File: config.mk
export PLATFORM = sky130hd
export DESIGN_NAME = idu_ibuf_decode
export DESIGN_NICKNAME = d
export VERILOG_FILES = /design/src/rtl/decode_pkg.sv /design/src/rtl/imm_gen.sv /design/src/rtl/idu_ibuf_decode.sv
export SDC_FILE = /design/constraint.sdc
export NUM_CORES = 1
export LEC_CHECK = 0
export BUFFER_PORTS_ARGS = -buffer_cell sky130_fd_sc_hd__clkbuf_2
export CORE_UTILIZATION = 60
export DETAILED_ROUTE_END_ITERATION = 12
export PLACE_DENSITY = 0.85
export SLEW_MARGIN = 20
export SYNTH_ARGS = -nofsm -noshare
export SYNTH_HDL_FRONTEND = slang
export SYNTH_HIERARCHICAL = 1
export SYNTH_SLANG_ARGS = --single-unit
File: constraint.sdc
create_clock -name clk -period 8.4 [get_ports clk]
set_clock_uncertainty 0.15 [all_clocks]
set_input_delay 0.84 -clock clk [delete_from_list [all_inputs] [get_ports clk]]
set_output_delay 0.84 -clock clk [all_outputs]
set_load 0.05 [all_outputs]
File: src/rtl/decode_pkg.sv
// decode_pkg: RV32 opcodes, immediate formats and special encodings shared by the decode stage
package decode_pkg;
    localparam logic [6:0] OP_LUI    = 7'b0110111;
    localparam logic [6:0] OP_AUIPC  = 7'b0010111;
    localparam logic [6:0] OP_JAL    = 7'b1101111;
    localparam logic [6:0] OP_JALR   = 7'b1100111;
    localparam logic [6:0] OP_BRANCH = 7'b1100011;
    localparam logic [6:0] OP_LOAD   = 7'b0000011;
    localparam logic [6:0] OP_STORE  = 7'b0100011;
    localparam logic [6:0] OP_IMM    = 7'b0010011;
    localparam logic [6:0] OP_OP     = 7'b0110011;
    localparam logic [6:0] OP_SYSTEM = 7'b1110011;

    localparam logic [31:0] INST_ECALL = 32'h00000073;
    localparam logic [31:0] INST_MRET  = 32'h30200073;

    typedef enum logic [2:0] {
        FMT_NONE,
        FMT_I,
        FMT_S,
        FMT_B,
        FMT_U,
        FMT_J,
        FMT_SH
    } imm_fmt_t;
endpackage

File: src/rtl/imm_gen.sv
// imm_gen: classifies the immediate format of an instruction and builds the extended immediate
module imm_gen
    import decode_pkg::*;
#(
    parameter int XLEN = 32
) (
    input  logic [31:0]     inst,
    output imm_fmt_t        fmt,
    output logic [XLEN-1:0] imm
);
    always_comb begin
        fmt = FMT_NONE;
        case (inst[6:0])
            OP_LOAD, OP_JALR: fmt = FMT_I;
            OP_IMM:           fmt = (inst[13:12] == 2'b01) ? FMT_SH : FMT_I;
            OP_STORE:         fmt = FMT_S;
            OP_BRANCH:        fmt = FMT_B;
            OP_LUI, OP_AUIPC: fmt = FMT_U;
            OP_JAL:           fmt = FMT_J;
            default:          ;
        endcase
    end

    assign imm = (fmt == FMT_I)  ? XLEN'($signed(inst[31:20])) :
                 (fmt == FMT_SH) ? XLEN'(inst[24:20]) :
                 (fmt == FMT_S)  ? XLEN'($signed({inst[31:25], inst[11:7]})) :
                 (fmt == FMT_B)  ? XLEN'($signed({inst[31], inst[7], inst[30:25], inst[11:8], 1'b0})) :
                 (fmt == FMT_U)  ? XLEN'($signed({inst[31:12], 12'b0})) :
                 (fmt == FMT_J)  ? XLEN'($signed({inst[31], inst[19:12], inst[20], inst[30:21], 1'b0})) :
                 '0;
endmodule

File: src/rtl/idu_ibuf_decode.sv
// idu_ibuf_decode: instruction FIFO between IFU and EXU that presents its head entry fully decoded
module idu_ibuf_decode
    import decode_pkg::*;
#(
    parameter int XLEN  = 32,
    parameter int DEPTH = 4,
    parameter int CNT_W = $clog2(DEPTH + 1)
) (
    input  logic             clk,
    input  logic             rst_n,
    input  logic             flush,
    input  logic             in_valid,
    output logic             in_ready,
    input  logic [31:0]      in_inst,
    input  logic [XLEN-1:0]  in_pc,
    output logic             out_valid,
    input  logic             out_ready,
    output logic [XLEN-1:0]  out_pc,
    output logic [31:0]      out_inst,
    output logic [4:0]       out_rs1,
    output logic [4:0]       out_rs2,
    output logic [4:0]       out_rd,
    output logic [2:0]       out_funct3,
    output logic [XLEN-1:0]  out_imm,
    output logic [11:0]      out_csr_addr,
    output logic             out_r_wen,
    output logic             out_csr_wen,
    output logic             out_mem_ren,
    output logic             out_mem_wen,
    output logic             out_branch,
    output logic             out_jump,
    output logic             out_ecall,
    output logic             out_mret,
    output logic             out_illegal,
    output logic [CNT_W-1:0] count
);
    localparam int PTR_W = $clog2(DEPTH);

    logic [31:0]      mem_inst [DEPTH];
    logic [XLEN-1:0]  mem_pc   [DEPTH];
    logic [PTR_W-1:0] rd_ptr, wr_ptr;
    logic             push, pop;

    assign in_ready  = count != CNT_W'(DEPTH);
    assign out_valid = count != '0;
    assign push      = in_valid && in_ready;
    assign pop       = out_valid && out_ready;

    always_ff @(posedge clk or negedge rst_n) begin
        if (!rst_n) begin
            rd_ptr <= '0;
            wr_ptr <= '0;
            count  <= '0;
        end else if (flush) begin
            rd_ptr <= '0;
            wr_ptr <= '0;
            count  <= '0;
        end else begin
            if (push) wr_ptr <= wr_ptr + PTR_W'(1);
            if (pop) rd_ptr <= rd_ptr + PTR_W'(1);
            count <= count + CNT_W'(push) - CNT_W'(pop);
        end
    end

    always_ff @(posedge clk) begin
        if (push && !flush) begin
            mem_inst[wr_ptr] <= in_inst;
            mem_pc[wr_ptr]   <= in_pc;
        end
    end

    logic [31:0]     inst;
    logic [6:0]      opcode;
    logic [2:0]      funct3;
    logic [XLEN-1:0] imm;
    imm_fmt_t        fmt;
    logic            legal, csr, wb, ok;

    assign inst   = mem_inst[rd_ptr];
    assign opcode = inst[6:0];
    assign funct3 = inst[14:12];

    imm_gen #(.XLEN(XLEN)) u_imm_gen (
        .inst (inst),
        .fmt  (fmt),
        .imm  (imm)
    );

    assign legal = (inst != '0) && (opcode inside {OP_LUI, OP_AUIPC, OP_JAL, OP_JALR, OP_BRANCH,
                                                   OP_LOAD, OP_STORE, OP_IMM, OP_OP, OP_SYSTEM});
    assign csr   = (opcode == OP_SYSTEM) && (funct3 != 3'd0);
    assign wb    = csr || (opcode inside {OP_LUI, OP_AUIPC, OP_JAL, OP_JALR, OP_LOAD, OP_IMM, OP_OP});
    assign ok    = out_valid && legal;

    assign out_r_wen   = ok && wb && (inst[11:7] != 5'd0);
    assign out_csr_wen = ok && csr;
    assign out_mem_ren = ok && (opcode == OP_LOAD);
    assign out_mem_wen = ok && (fmt == FMT_S);
    assign out_branch  = ok && (fmt == FMT_B);
    assign out_jump    = ok && ((fmt == FMT_J) || (opcode == OP_JALR));
    assign out_ecall   = out_valid && (inst == INST_ECALL);
    assign out_mret    = out_valid && (inst == INST_MRET);
    assign out_illegal = out_valid && !legal;

    // Data outputs are zeroed when empty so stale storage never leaks downstream
    assign out_pc       = out_valid ? mem_pc[rd_ptr] : '0;
    assign out_inst     = out_valid ? inst : '0;
    assign out_rs1      = out_valid ? inst[19:15] : '0;
    assign out_rs2      = out_valid ? inst[24:20] : '0;
    assign out_rd       = out_valid ? inst[11:7] : '0;
    assign out_funct3   = out_valid ? funct3 : '0;
    assign out_imm      = out_valid ? imm : '0;
    assign out_csr_addr = out_valid ? inst[31:20] : '0;
endmodule

==> impl_metrics.yaml <==
cts:
  cts_resized: 0
  clk_pin_slew_worst_paths_ns: 0.06
  cts_root_buf: "clkbuf_16"
  clk_path_buf_depth: 3
  cts_tree: "yes"
  cts_buffers: 24
  clkSinkCount: 263
  clkLatencyLatePin_ns: 0.50
  htree_levels: 1
  postCtsHoldBufs: 0
  postCtsSetupRepairBufs: 0
floorplanning:
  start_util: 0.6142
  die_x_um: 140.8
  die_h_um: 140.8
  die_area_mm2: 0.01984
  coreArea_mm2: 0.01883
  ios: 209
  row_count: 50
critical_path:
  cp_cell_sequence: "buf_4, mux4_1, nand3b_1, and3_1, o21ai_2, o21ai_1, and2_1, clkbuf_2"
  cp-endpoint: "out_imm[13]"
  cp_data_required_time_ns: 7.41
  crit_start: "rd_ptr[0]"
  r2r_cells: 12
  worstSetupPathType: "reg -> out"
  path_max_fanout: 49
  rrSetupSlack_ns: 4.64
  max_stage_delay_ns: 0.77
  r2r_end: "count[2]"
  critPathCaptureType: "output pin"
  arrival_ns: 4.78
  slowest_stage: "buf_4"
  crit_path_start_kind: "flop"
  timing.rr.start: "count[1]"
synth:
  synthAdderAreaFrac: 0.008222
  synthFlopType: "edfxtp_1"
  synth_top_family_by_area: "multiplexers"
  yosys_warnings: 6
  synthMuxAreaShare: 0.1285
  syn-instance-count: 654
  synth_top_area_cell: "edfxtp_1"
  ys_ff_latch: 263
  synth-xor-area-share: 0.003786
  synth_top_area_share: 0.6646
  synthTopCellsByArea: "edfxtp_1 66%, mux4_2 10%, and2_1 5.6%"
  synth_compound_area_frac: 0.02791
  yosys.area_share.simple: 0.1084
  yosysSeqAreaShare: 0.6798
  synth_edf_count: 256
  syn_area_mm2: 0.01157
  async_reset_ff_frac: 0.02662
  synth.distinct_cells: 54
  avgSynthCellArea_um2: 17.69
  synth_nets: 730
job:
  maxCapViolations: 0
placement:
  dp_cells: 1059
  gp_congestion: 0.9195
  portBuffers: 208
  hpwl_um: 15220
power:
  power_frac_comb: 0.440
  p_leak_nw: 4.782
  power_frac_clock: 0.226
  powerDensity_mw_per_mm2: 354.7
  swShare: 0.4281
  ir_drop_mv: 0.3006
  p_switching_w: 0.002023
  p_seq_frac: 0.334
  internal_power_w: 0.002702
grt:
  antenna_found_initial: 2
  grt_pass1_wl_um: 36150
  grtUsageTotal: 0.2451
  grt-ovfl-total: 0
  grt_pass1_vias: 6414
  grt_max_degree: 88
layout:
  nets: 902
  post-route-util: 0.7075
  area.growth.synth_to_final_pct: 15.19
  instances_no_fill: 1106
  layout-drive-gt1-share: 0.3969
route:
  drtPass1Iterations: 4
  wl_per_cell_um: 21.54
  viasPerCell: 5.769
  drc: 0
  wirelength_um: 23820
  via_count: 6380
  ant_nets: 0
  drt_iter0_drc: 410
sta:
  setup-tns-final_ns: 0
  worst_pin_slew_ns: 1.017
  finalHoldViolCount: 0
  rsz0062_at_grt: "false"
  maxSlewViolCount: 0
  setup_violations: 0
  slew_headroom: 0.3218
  fmax_mhz: 173.2
  period_share: 0.6874
  min_period_ns: 5.774
run_status:
  outcome: "complete, no violations"
worst_hold_path:
  hold_path.class: "in -> async"
area by class of cell:
type                            instances  area [um2]
Inverter                               10       37.54
Fill cell                            1198        5508
Antenna cell                            2       5.005
Sequential cell                       263        7868
Clock buffer                           33       674.4
Clock inverter                         11       116.4
Multi-Input combinational cell        315        3218
Tap cell                              260       325.3
Timing Repair Buffer                  212        1079
routing by layer:
metal / up-vias / global-route usage / routed length, um
met5: - / 0 / 0
met1: 3174 / 0.3133 / 9457
met2: 289 / 0.4271 / 12150
met3: 42 / 0.04586 / 1651
met4: 0 / 0.08124 / 558
li1: 2875 / - / -
Yosys cell counts, types with 4 or more instances:
| cell type | count |
|---|---|
| a21oi_1 | 13 |
| a22o_1 | 4 |
| and2_1 | 103 |
| buf_2 | 6 |
| buf_4 | 36 |
| buf_6 | 4 |
| clkbuf_1 | 14 |
| dfrtp_1 | 7 |
| edfxtp_1 | 256 |
| ha_1 | 6 |
| inv_1 | 10 |
| mux4_1 | 12 |
| mux4_2 | 52 |
| nand2_1 | 11 |
| nand3_1 | 5 |
| nor2_1 | 15 |
| nor2b_1 | 7 |
| nor3_1 | 4 |
| nor4_1 | 8 |
| nor4_2 | 9 |
| o21ai_1 | 18 |
worst min-delay path by stage:
stage	depth (start not counted)	from	slack, ns	to
detailed placement	2	wr_ptr[1]	0.45	wr_ptr[1]
global route	1	rst_n	0.02	count[0]
global placement	2	wr_ptr[1]	0.40	wr_ptr[1]
finish	1	rst_n	0.02	wr_ptr[1]
floorplan	0	rst_n	0.39	count[0]
CTS	1	rst_n	0.01	wr_ptr[1]
state kept, by name, summed over array words and instances, names as in the netlist:
name / flops
mem_pc: 128
wr_ptr: 2
count: 3
mem_inst: 128
rd_ptr: 2
metrics by stage:
stage	total power (W)	area [um2]	hold WS (ns)	worst slack, ns
final	0.004726	13320	0.01731	2.626
after global routing	0.004911	13320	0.01850	2.271
after CTS	0.004756	13300	0.01377	2.549
after detailed placement	0.003690	12510	0.4468	3.101
after global placement	0.003668	12510	0.4034	3.184
after floorplan	0.003344	11570	0.3925	3.572
kinds of logic after synthesis:
kind of cell | after synthesis
flip-flops | 263
AND/OR/NAND/NOR | 189
buffers and inverters | 76
multiplexers | 64
AO/OA/AOI/OAI | 50
adder cells (fa/ha/maj) | 7
XOR/XNOR | 5
cell usage in the layout (no fill, tap or decap), types with 3 or more instances in the layout:
cell type / n
xnor2_1: 3
clkbuf_2: 208
and2_1: 99
clkbuf_16: 24
buf_4: 3
mux4_2: 52
a21oi_1: 13
o21ai_1: 18
nand3_1: 5
nor2_1: 15
dfrtp_1: 5
nor2b_1: 7
nor4_2: 9
nand4_1: 3
ha_1: 6
nand2_1: 11
clkinv_2: 5
nand3b_1: 3
and2_4: 4
nand2b_1: 3
nor4_1: 8
nor3_1: 4
clkbuf_8: 4
mux4_1: 12
clkbuf_1: 5
inv_1: 9
a22o_1: 4
edfxtp_1: 256
power groups by stage:
stage          registers (W)  clock network [W]  logic, W
4_1_cts              0.00158            0.00108   0.00209
3_5_place_dp         0.00161                  0   0.00208
6_report             0.00158            0.00107   0.00208
3_3_place_gp         0.00160                  0   0.00207
5_1_grt              0.00159            0.00113   0.00220
2_1_floorplan        0.00159                  0   0.00175
critical path: cells and delay by family, from the launching register on:
kind,cells,cell delay (ns)
DFF,1,0.64
buffers and inverters,2,1.00
and+or+nand+nor,3,0.91
AOI/OAI and AO/OA,2,0.91
muxes,1,0.76
(Power assumes the default switching activity.)
